--- src/rtl/uart_tx_if.sv ---
// uart_tx_if: valid/ready byte write port into the UART transmitter FIFO
interface uart_tx_if;
    logic [7:0] tx_data;
    logic       tx_valid;
    logic       tx_ready;

    modport master (output tx_data, output tx_valid, input tx_ready);
    modport slave  (input tx_data, input tx_valid, output tx_ready);
endinterface

--- src/rtl/uart_tx.sv ---
// uart_tx: FIFO-buffered 8N1 UART transmitter with runtime baud divider
module uart_tx #(
    parameter int FIFO_DEPTH = 4,
    parameter int DATA_BITS  = 8
) (
    input  logic        clk,
    input  logic        rst,
    input  logic [15:0] baud_div,
    uart_tx_if.slave    wr,
    output logic        TX,
    output logic        tx_busy,
    output logic        tx_done
);
    localparam int AW = $clog2(FIFO_DEPTH);

    typedef enum logic [1:0] {IDLE, START, DATA, STOP} state_t;

    state_t                 state_q, state_d;
    logic [DATA_BITS-1:0]   mem_q [FIFO_DEPTH];
    logic [DATA_BITS-1:0]   mem_d [FIFO_DEPTH];
    logic [AW-1:0]          wr_ptr_q, wr_ptr_d, rd_ptr_q, rd_ptr_d;
    logic [AW:0]            count_q, count_d;
    logic [15:0]            cnt_q, cnt_d, period_q, period_d;
    logic [2:0]             bit_idx_q, bit_idx_d;
    logic [DATA_BITS-1:0]   shift_q, shift_d;
    logic                   tx_q, tx_d, busy_q, busy_d, done_q, done_d;
    logic                   push, pop, last, fifo_empty;

    // Count never exceeds the power-of-2 depth, so its MSB alone flags full
    assign fifo_empty  = (count_q == '0);
    assign wr.tx_ready = !count_q[AW];
    assign push        = wr.tx_valid && wr.tx_ready;
    assign last        = (cnt_q == period_q - 16'd1);
    assign pop         = !fifo_empty && (state_q == IDLE || (state_q == STOP && last));
    assign TX          = tx_q;
    assign tx_busy     = busy_q;
    assign tx_done     = done_q;

    // Next-state: FIFO bookkeeping, bit timing and frame sequencing; a pop restarts a frame
    always_comb begin
        state_d   = state_q;
        mem_d     = mem_q;
        wr_ptr_d  = wr_ptr_q;
        rd_ptr_d  = rd_ptr_q;
        cnt_d     = (state_q == IDLE) ? cnt_q : (last ? '0 : cnt_q + 16'd1);
        period_d  = period_q;
        bit_idx_d = bit_idx_q;
        shift_d   = shift_q;
        if (push) begin
            mem_d[wr_ptr_q] = wr.tx_data;
            wr_ptr_d        = wr_ptr_q + 1'b1;
        end
        case (state_q)
            START: if (last) begin
                state_d   = DATA;
                bit_idx_d = '0;
            end
            DATA: if (last) begin
                shift_d   = shift_q >> 1;
                bit_idx_d = bit_idx_q + 3'd1;
                state_d   = (bit_idx_q == 3'(DATA_BITS - 1)) ? STOP : DATA;
            end
            STOP: if (last) state_d = IDLE;
            default: ;
        endcase
        if (pop) begin
            shift_d  = mem_q[rd_ptr_q];
            rd_ptr_d = rd_ptr_q + 1'b1;
            period_d = (baud_div < 16'd2) ? 16'd2 : baud_div;
            cnt_d    = '0;
            state_d  = START;
        end
        count_d = count_q + {{AW{1'b0}}, push} - {{AW{1'b0}}, pop};
        tx_d    = (state_q == START) ? 1'b0 : (state_q == DATA) ? shift_q[0] : 1'b1;
        done_d  = (state_q == STOP) && last;
        busy_d  = (state_q != IDLE) || !fifo_empty;
    end

    // State and registered outputs; the line level lags the state by one cycle
    always_ff @(posedge clk) begin
        if (rst) begin
            state_q   <= IDLE;
            wr_ptr_q  <= '0;
            rd_ptr_q  <= '0;
            count_q   <= '0;
            cnt_q     <= '0;
            period_q  <= 16'd2;
            bit_idx_q <= '0;
            shift_q   <= '0;
            tx_q      <= 1'b1;
            busy_q    <= 1'b0;
            done_q    <= 1'b0;
        end else begin
            state_q   <= state_d;
            mem_q     <= mem_d;
            wr_ptr_q  <= wr_ptr_d;
            rd_ptr_q  <= rd_ptr_d;
            count_q   <= count_d;
            cnt_q     <= cnt_d;
            period_q  <= period_d;
            bit_idx_q <= bit_idx_d;
            shift_q   <= shift_d;
            tx_q      <= tx_d;
            busy_q    <= busy_d;
            done_q    <= done_d;
        end
    end
endmodule

--- src/flat_wrapper.sv ---
// flat-port wrapper written by rule: the top's interface ports become plain ports
module uart_tx_flat 
#(
    parameter int FIFO_DEPTH = 4,
    parameter int DATA_BITS  = 8
)
  (clk, rst, baud_div, TX, tx_busy, tx_done, wr_tx_data, wr_tx_valid, wr_tx_ready);
  uart_tx_if wr_i ();
  input  logic clk;
  input  logic rst;
  input  logic [15:0] baud_div;
  output logic TX;
  output logic tx_busy;
  output logic tx_done;
  input wire logic [$bits(wr_i.tx_data)-1:0] wr_tx_data;
  input wire logic [$bits(wr_i.tx_valid)-1:0] wr_tx_valid;
  output wire logic [$bits(wr_i.tx_ready)-1:0] wr_tx_ready;
  assign wr_i.tx_data = wr_tx_data;
  assign wr_i.tx_valid = wr_tx_valid;
  assign wr_tx_ready = wr_i.tx_ready;
  uart_tx #(.FIFO_DEPTH(FIFO_DEPTH), .DATA_BITS(DATA_BITS)) u_core (.clk(clk), .rst(rst), .baud_div(baud_div), .wr(wr_i), .TX(TX), .tx_busy(tx_busy), .tx_done(tx_done));
endmodule
--- config.mk ---
export PLATFORM = sky130hd
export DESIGN_NAME = uart_tx_flat
export DESIGN_NICKNAME = d
export VERILOG_FILES = /design/src/rtl/uart_tx_if.sv /design/src/rtl/uart_tx.sv /design/src/flat_wrapper.sv
export SDC_FILE = /design/constraint.sdc
export NUM_CORES = 1
export LEC_CHECK = 0
export ABC_CLOCK_PERIOD_IN_PS = 5630
export CAP_MARGIN = 0
export CORE_ASPECT_RATIO = 0.9
export CORE_MARGIN = 2
export CORE_UTILIZATION = 55
export CTS_CLUSTER_DIAMETER = 200
export DETAILED_ROUTE_END_ITERATION = 7
export PLACE_DENSITY_LB_ADDON = 0.15
export SYNTH_ARGS = -nofsm -noshare
export SYNTH_HDL_FRONTEND = slang
export SYNTH_SLANG_ARGS = --single-unit
--- constraint.sdc ---
create_clock -name clk -period 5.63 [get_ports clk]
set_input_delay 1.126 -clock clk [delete_from_list [all_inputs] [get_ports clk]]
set_output_delay 1.126 -clock clk [all_outputs]
set_load 0.01 [all_outputs]
==> impl_metrics.prom <==
# TYPE chip_impl_metric gauge
chip_impl_metric{name="drt_pre_antenna_iters",unit=""} 5
chip_impl_metric{name="first_iter_violations",unit=""} 206
chip_impl_info{name="cts_root_buf",value="sky130_fd_sc_hd__clkbuf_8"} 1
chip_impl_metric{name="synthArstFlopShare",unit="%"} 0
chip_impl_metric{name="drt_drc_violations_left",unit=""} 0
chip_impl_metric{name="average_cell_area_after_synthesis",unit="um^2"} 10.70
chip_impl_info{name="synth_flop_cell",value="sky130_fd_sc_hd__dfxtp_1"} 1
chip_impl_metric{name="synth_compound_gate_area_share",unit="%"} 12.48
chip_impl_metric{name="sum_of_net_half_perimeters_after_detailed_placement",unit="um"} 6526
chip_impl_info{name="startpoint_class_of_the_critical_path",value="flip-flop"} 1
chip_impl_info{name="synth_top_cells_by_area",value="sky130_fd_sc_hd__dfxtp_1 26%, sky130_fd_sc_hd__edfxtp_1 22%, sky130_fd_sc_hd__xnor2_1 5.5%"} 1
chip_impl_metric{name="clkTransAtPathRegs",unit="ps"} 100
chip_impl_metric{name="synthDominantCellAreaShare",unit="%"} 25.54
chip_impl_metric{name="htreeDepth",unit=""} 3
chip_impl_metric{name="pin_count",unit=""} 31
chip_impl_metric{name="holdBufCountCts",unit=""} 0
chip_impl_metric{name="stdcell_area",unit="mm^2"} 0.004898
chip_impl_metric{name="placedInstanceArea",unit="mm^2"} 0.004678
chip_impl_metric{name="tightest_slew",unit="ps"} 741.8
chip_impl_metric{name="ffs_latches_synth",unit=""} 87
chip_impl_metric{name="dieArea",unit="mm^2"} 0.008562
chip_impl_metric{name="multi_input_gate_area",unit="mm^2"} 0.002076
chip_impl_metric{name="synthMuxAreaShare",unit="%"} 4.441
chip_impl_metric{name="post_syn_instances",unit=""} 403
chip_impl_metric{name="power.ir.vdd_worst",unit="uV"} 270.5
chip_impl_info{name="layout_common_cells",value="55 x sky130_fd_sc_hd__dfxtp_1, 34 x sky130_fd_sc_hd__nor2_1, 32 x sky130_fd_sc_hd__edfxtp_1"} 1
chip_impl_metric{name="critical_path_required",unit="ps"} 5900
chip_impl_metric{name="tritoncts.num_buffers",unit=""} 9
chip_impl_info{name="rsz_0062_raised_after_global_routing",value="no"} 1
chip_impl_metric{name="power_density",unit="mW/mm^2"} 463.9
chip_impl_metric{name="r2r_slack",unit="ps"} 1580
chip_impl_metric{name="insertedDiodeCount",unit=""} 0
chip_impl_metric{name="final_min_period_over_clock_period",unit="%"} 71.91
chip_impl_metric{name="hold_path_depth",unit=""} 2
chip_impl_metric{name="initial_utilization",unit="%"} 56.85
chip_impl_metric{name="fp-row-count",unit=""} 30
chip_impl_metric{name="global_route.usage.total",unit="%"} 22.51
chip_impl_metric{name="insertion_delay",unit="ps"} 370
chip_impl_metric{name="synth-seq-area-share",unit="%"} 47.84
chip_impl_metric{name="yosysWarningCount",unit=""} 0
chip_impl_metric{name="route.vias.total",unit=""} 3071
chip_impl_metric{name="largest_net_degree_at_the_start_of_global_routing",unit=""} 27
chip_impl_metric{name="gp_congestion",unit=""} 0.9087
chip_impl_info{name="timing.critical_path.to_type",value="flip-flop"} 1
chip_impl_info{name="crit-reg2reg-launch",value="u_core.period_q[0]$_SDFFE_PP0N_"} 1
chip_impl_info{name="tritoncts",value="yes"} 1
chip_impl_metric{name="antenna_left",unit=""} 0
chip_impl_metric{name="fmaxAchievable",unit="GHz"} 0.2470
chip_impl_metric{name="netlist_area",unit="mm^2"} 0.004310
chip_impl_metric{name="critPathArrivalTime",unit="ps"} 4320
chip_impl_info{name="yosys.area.top_type",value="sky130_fd_sc_hd__dfxtp_1"} 1
chip_impl_metric{name="timing.final.setup_violations",unit=""} 0
chip_impl_metric{name="via_count_of_the_first_global_routing_pass",unit=""} 2921
chip_impl_metric{name="synth-adder-area-share",unit="%"} 4.819
chip_impl_metric{name="max_cap_viol_count",unit=""} 0
chip_impl_info{name="run_status",value="complete, no violations"} 1
chip_impl_metric{name="syn_nets",unit=""} 446
chip_impl_metric{name="final_hold_viol_count",unit=""} 0
chip_impl_metric{name="clock-skew-final",unit="ps"} 15.31
chip_impl_metric{name="finalMaxSlewViolations",unit=""} 0
chip_impl_metric{name="core_box_area",unit="mm^2"} 0.007582
chip_impl_metric{name="synth-simple-area-share",unit="%"} 18.17
chip_impl_info{name="critical_path_class",value="flip-flop to flip-flop"} 1
chip_impl_metric{name="worst_r2r_path_depth",unit=""} 18
chip_impl_info{name="main_combinational_cell_family_by_area_after_synthesis",value="simple AND/OR/NAND/NOR gates"} 1
chip_impl_metric{name="regArea",unit="mm^2"} 0.002062
chip_impl_metric{name="drt-wirelength-per-cell",unit="um"} 16.60
chip_impl_metric{name="count_of_unique_library_cells_instantiated_by_yosys",unit=""} 64
chip_impl_metric{name="post_drt_via_cell_ratio",unit=""} 5.783
chip_impl_metric{name="worst_hold_slack",unit="ps"} 494.6
chip_impl_metric{name="grt_first_pass_wirelength",unit="um"} 15130
chip_impl_metric{name="post_cts.repair.setup_buffers",unit=""} 0
chip_impl_metric{name="routed_wl",unit="um"} 8816
chip_impl_metric{name="synthToLayoutAreaGrowth",unit="%"} 13.64
chip_impl_metric{name="cts_max_path_buffers",unit=""} 2
chip_impl_metric{name="slew_headroom",unit="%"} 50.09
chip_impl_metric{name="port_buffers",unit=""} 30
chip_impl_metric{name="fillers",unit=""} 623
chip_impl_metric{name="synth_edf_count",unit=""} 32
chip_impl_metric{name="cts_resized",unit=""} 0
chip_impl_metric{name="global_route.overflow_total",unit=""} 0
chip_impl_info{name="min_path_type",value="flip-flop to flip-flop"} 1
chip_impl_metric{name="totalNegativeSetupSlack",unit="ps"} 0
chip_impl_metric{name="xor_xnor_portion_of_the_synthesized_cell_area",unit="%"} 8.128
chip_impl_metric{name="leakage_power",unit="nW"} 1.701
chip_impl_metric{name="die-height",unit="um"} 87.99
chip_impl_metric{name="dieWidth",unit="um"} 97.32
chip_impl_metric{name="post_route_cells_drive_above_1_share",unit="%"} 10.11
chip_impl_metric{name="minimum_clock_period",unit="ps"} 4049
chip_impl_info{name="crit-reg2reg-capture",value="u_core.count_q[2]$_SDFF_PP0_"} 1
chip_impl_metric{name="cts.sink_count",unit=""} 87
chip_impl_info{name="hold_end",value="u_core.shift_q[1]$_SDFFE_PP0P_"} 1
chip_impl_metric{name="antenna_violations_before_repair",unit=""} 0
chip_impl_metric{name="fin_nets",unit=""} 473
chip_impl_info{name="layout.cells.most_common",value="sky130_fd_sc_hd__dfxtp_1"} 1
chip_impl_metric{name="worst_path_fanout_max",unit=""} 12
chip_impl_info{name="hold_path.startpoint",value="u_core.shift_q[1]$_SDFFE_PP0P_"} 1
## flip-flops by register name (all words and copies together) (netlist names)
register,cells
u_core.rd_ptr_q,2
u_core.period_q,16
u_core.mem_q,32
u_core.tx_done,1
u_core.wr_ptr_q,2
u_core.state_q,2
u_core.TX,1
u_core.cnt_q,16
u_core.tx_busy,1
u_core.bit_idx_q,3
u_core.count_q,3
u_core.shift_q,8
## worst max path at each step
stage	startpoint	endpoint	slack, ps
after floorplan	u_core.period_q[0]$_SDFFE_PP0N_	u_core.count_q[2]$_SDFF_PP0_	1960
after global placement	u_core.period_q[0]$_SDFFE_PP0N_	u_core.count_q[2]$_SDFF_PP0_	1710
after detailed placement	u_core.period_q[0]$_SDFFE_PP0N_	u_core.count_q[2]$_SDFF_PP0_	1590
after CTS	u_core.period_q[0]$_SDFFE_PP0N_	u_core.count_q[2]$_SDFF_PP0_	1590
after global routing	u_core.period_q[0]$_SDFFE_PP0N_	u_core.count_q[2]$_SDFF_PP0_	1230
final	u_core.period_q[0]$_SDFFE_PP0N_	u_core.count_q[2]$_SDFF_PP0_	1580
## cell usage after synthesis, drive strengths merged (5+ instances only)
master  instances
o211ai          6
dfxtp          55
nand2          17
nand3          15
nor2           34
inv            26
a21oi          14
or2             7
clkbuf         11
nor3           14
a311oi          5
a22o           13
o21ai          10
xor2           13
nand4           5
ha             15
or3             5
edfxtp         32
mux4            8
xnor2          27
buf             6
and3            7
nor4           10
## cell type report
type / instances / share of cell area, %
multi-input combinational: 273 / 42.38
sequential: 87 / 42.09
timing repair buffer: 33 / 6.590
clock buffer: 9 / 2.529
tap: 96 / 2.452
inverter: 26 / 1.992
clock inverter: 7 / 1.967
## cell families after synthesis
kind of cell	Yosys count
and+or+nand+nor	140
DFF	87
AOI/OAI and AO/OA	68
buffers and inverters	43
xor gates and xnor gates	40
adders and majority gates	16
muxes	9
## worst max-delay path: stages (launching register included)
cell                       delay (ps)
sky130_fd_sc_hd__dfxtp_1          380
sky130_fd_sc_hd__inv_1             80
sky130_fd_sc_hd__ha_1             190
sky130_fd_sc_hd__nor3b_1          580
sky130_fd_sc_hd__nand4b_1         190
sky130_fd_sc_hd__a211o_1          330
sky130_fd_sc_hd__and2_1           200
sky130_fd_sc_hd__o41ai_4          340
sky130_fd_sc_hd__buf_4            250
sky130_fd_sc_hd__nand2_4          120
sky130_fd_sc_hd__inv_2            100
sky130_fd_sc_hd__ha_1             220
sky130_fd_sc_hd__inv_1             50
sky130_fd_sc_hd__ha_1             130
sky130_fd_sc_hd__inv_1             50
sky130_fd_sc_hd__fa_1             370
sky130_fd_sc_hd__xnor2_1          190
sky130_fd_sc_hd__xnor2_1          140
sky130_fd_sc_hd__nor2_1            50
## through the flow
stage	instances	utilization [%]	worst slack, ps	total power, mW
after floorplan	403	-	1958	1.588
after global placement	515	61.70	1708	1.789
after detailed placement	515	61.70	1595	1.803
after CTS	531	64.60	1587	2.280
after global routing	531	64.60	1229	2.437
final	531	64.60	1581	2.273
## power by group
| group | internal, mW | switching (mW) |
|---|---|---|
| Sequential | 0.764 | 0.137 |
| Combinational | 0.404 | 0.494 |
| Clock | 0.219 | 0.254 |
## metal layers
metal | global-route usage (%) | routed length, um
met5 | 0 | 0
met4 | 6.061 | 87
met3 | 4.789 | 418
met2 | 33.84 | 3927
met1 | 33.40 | 4382
(Power assumes the default switching activity.)
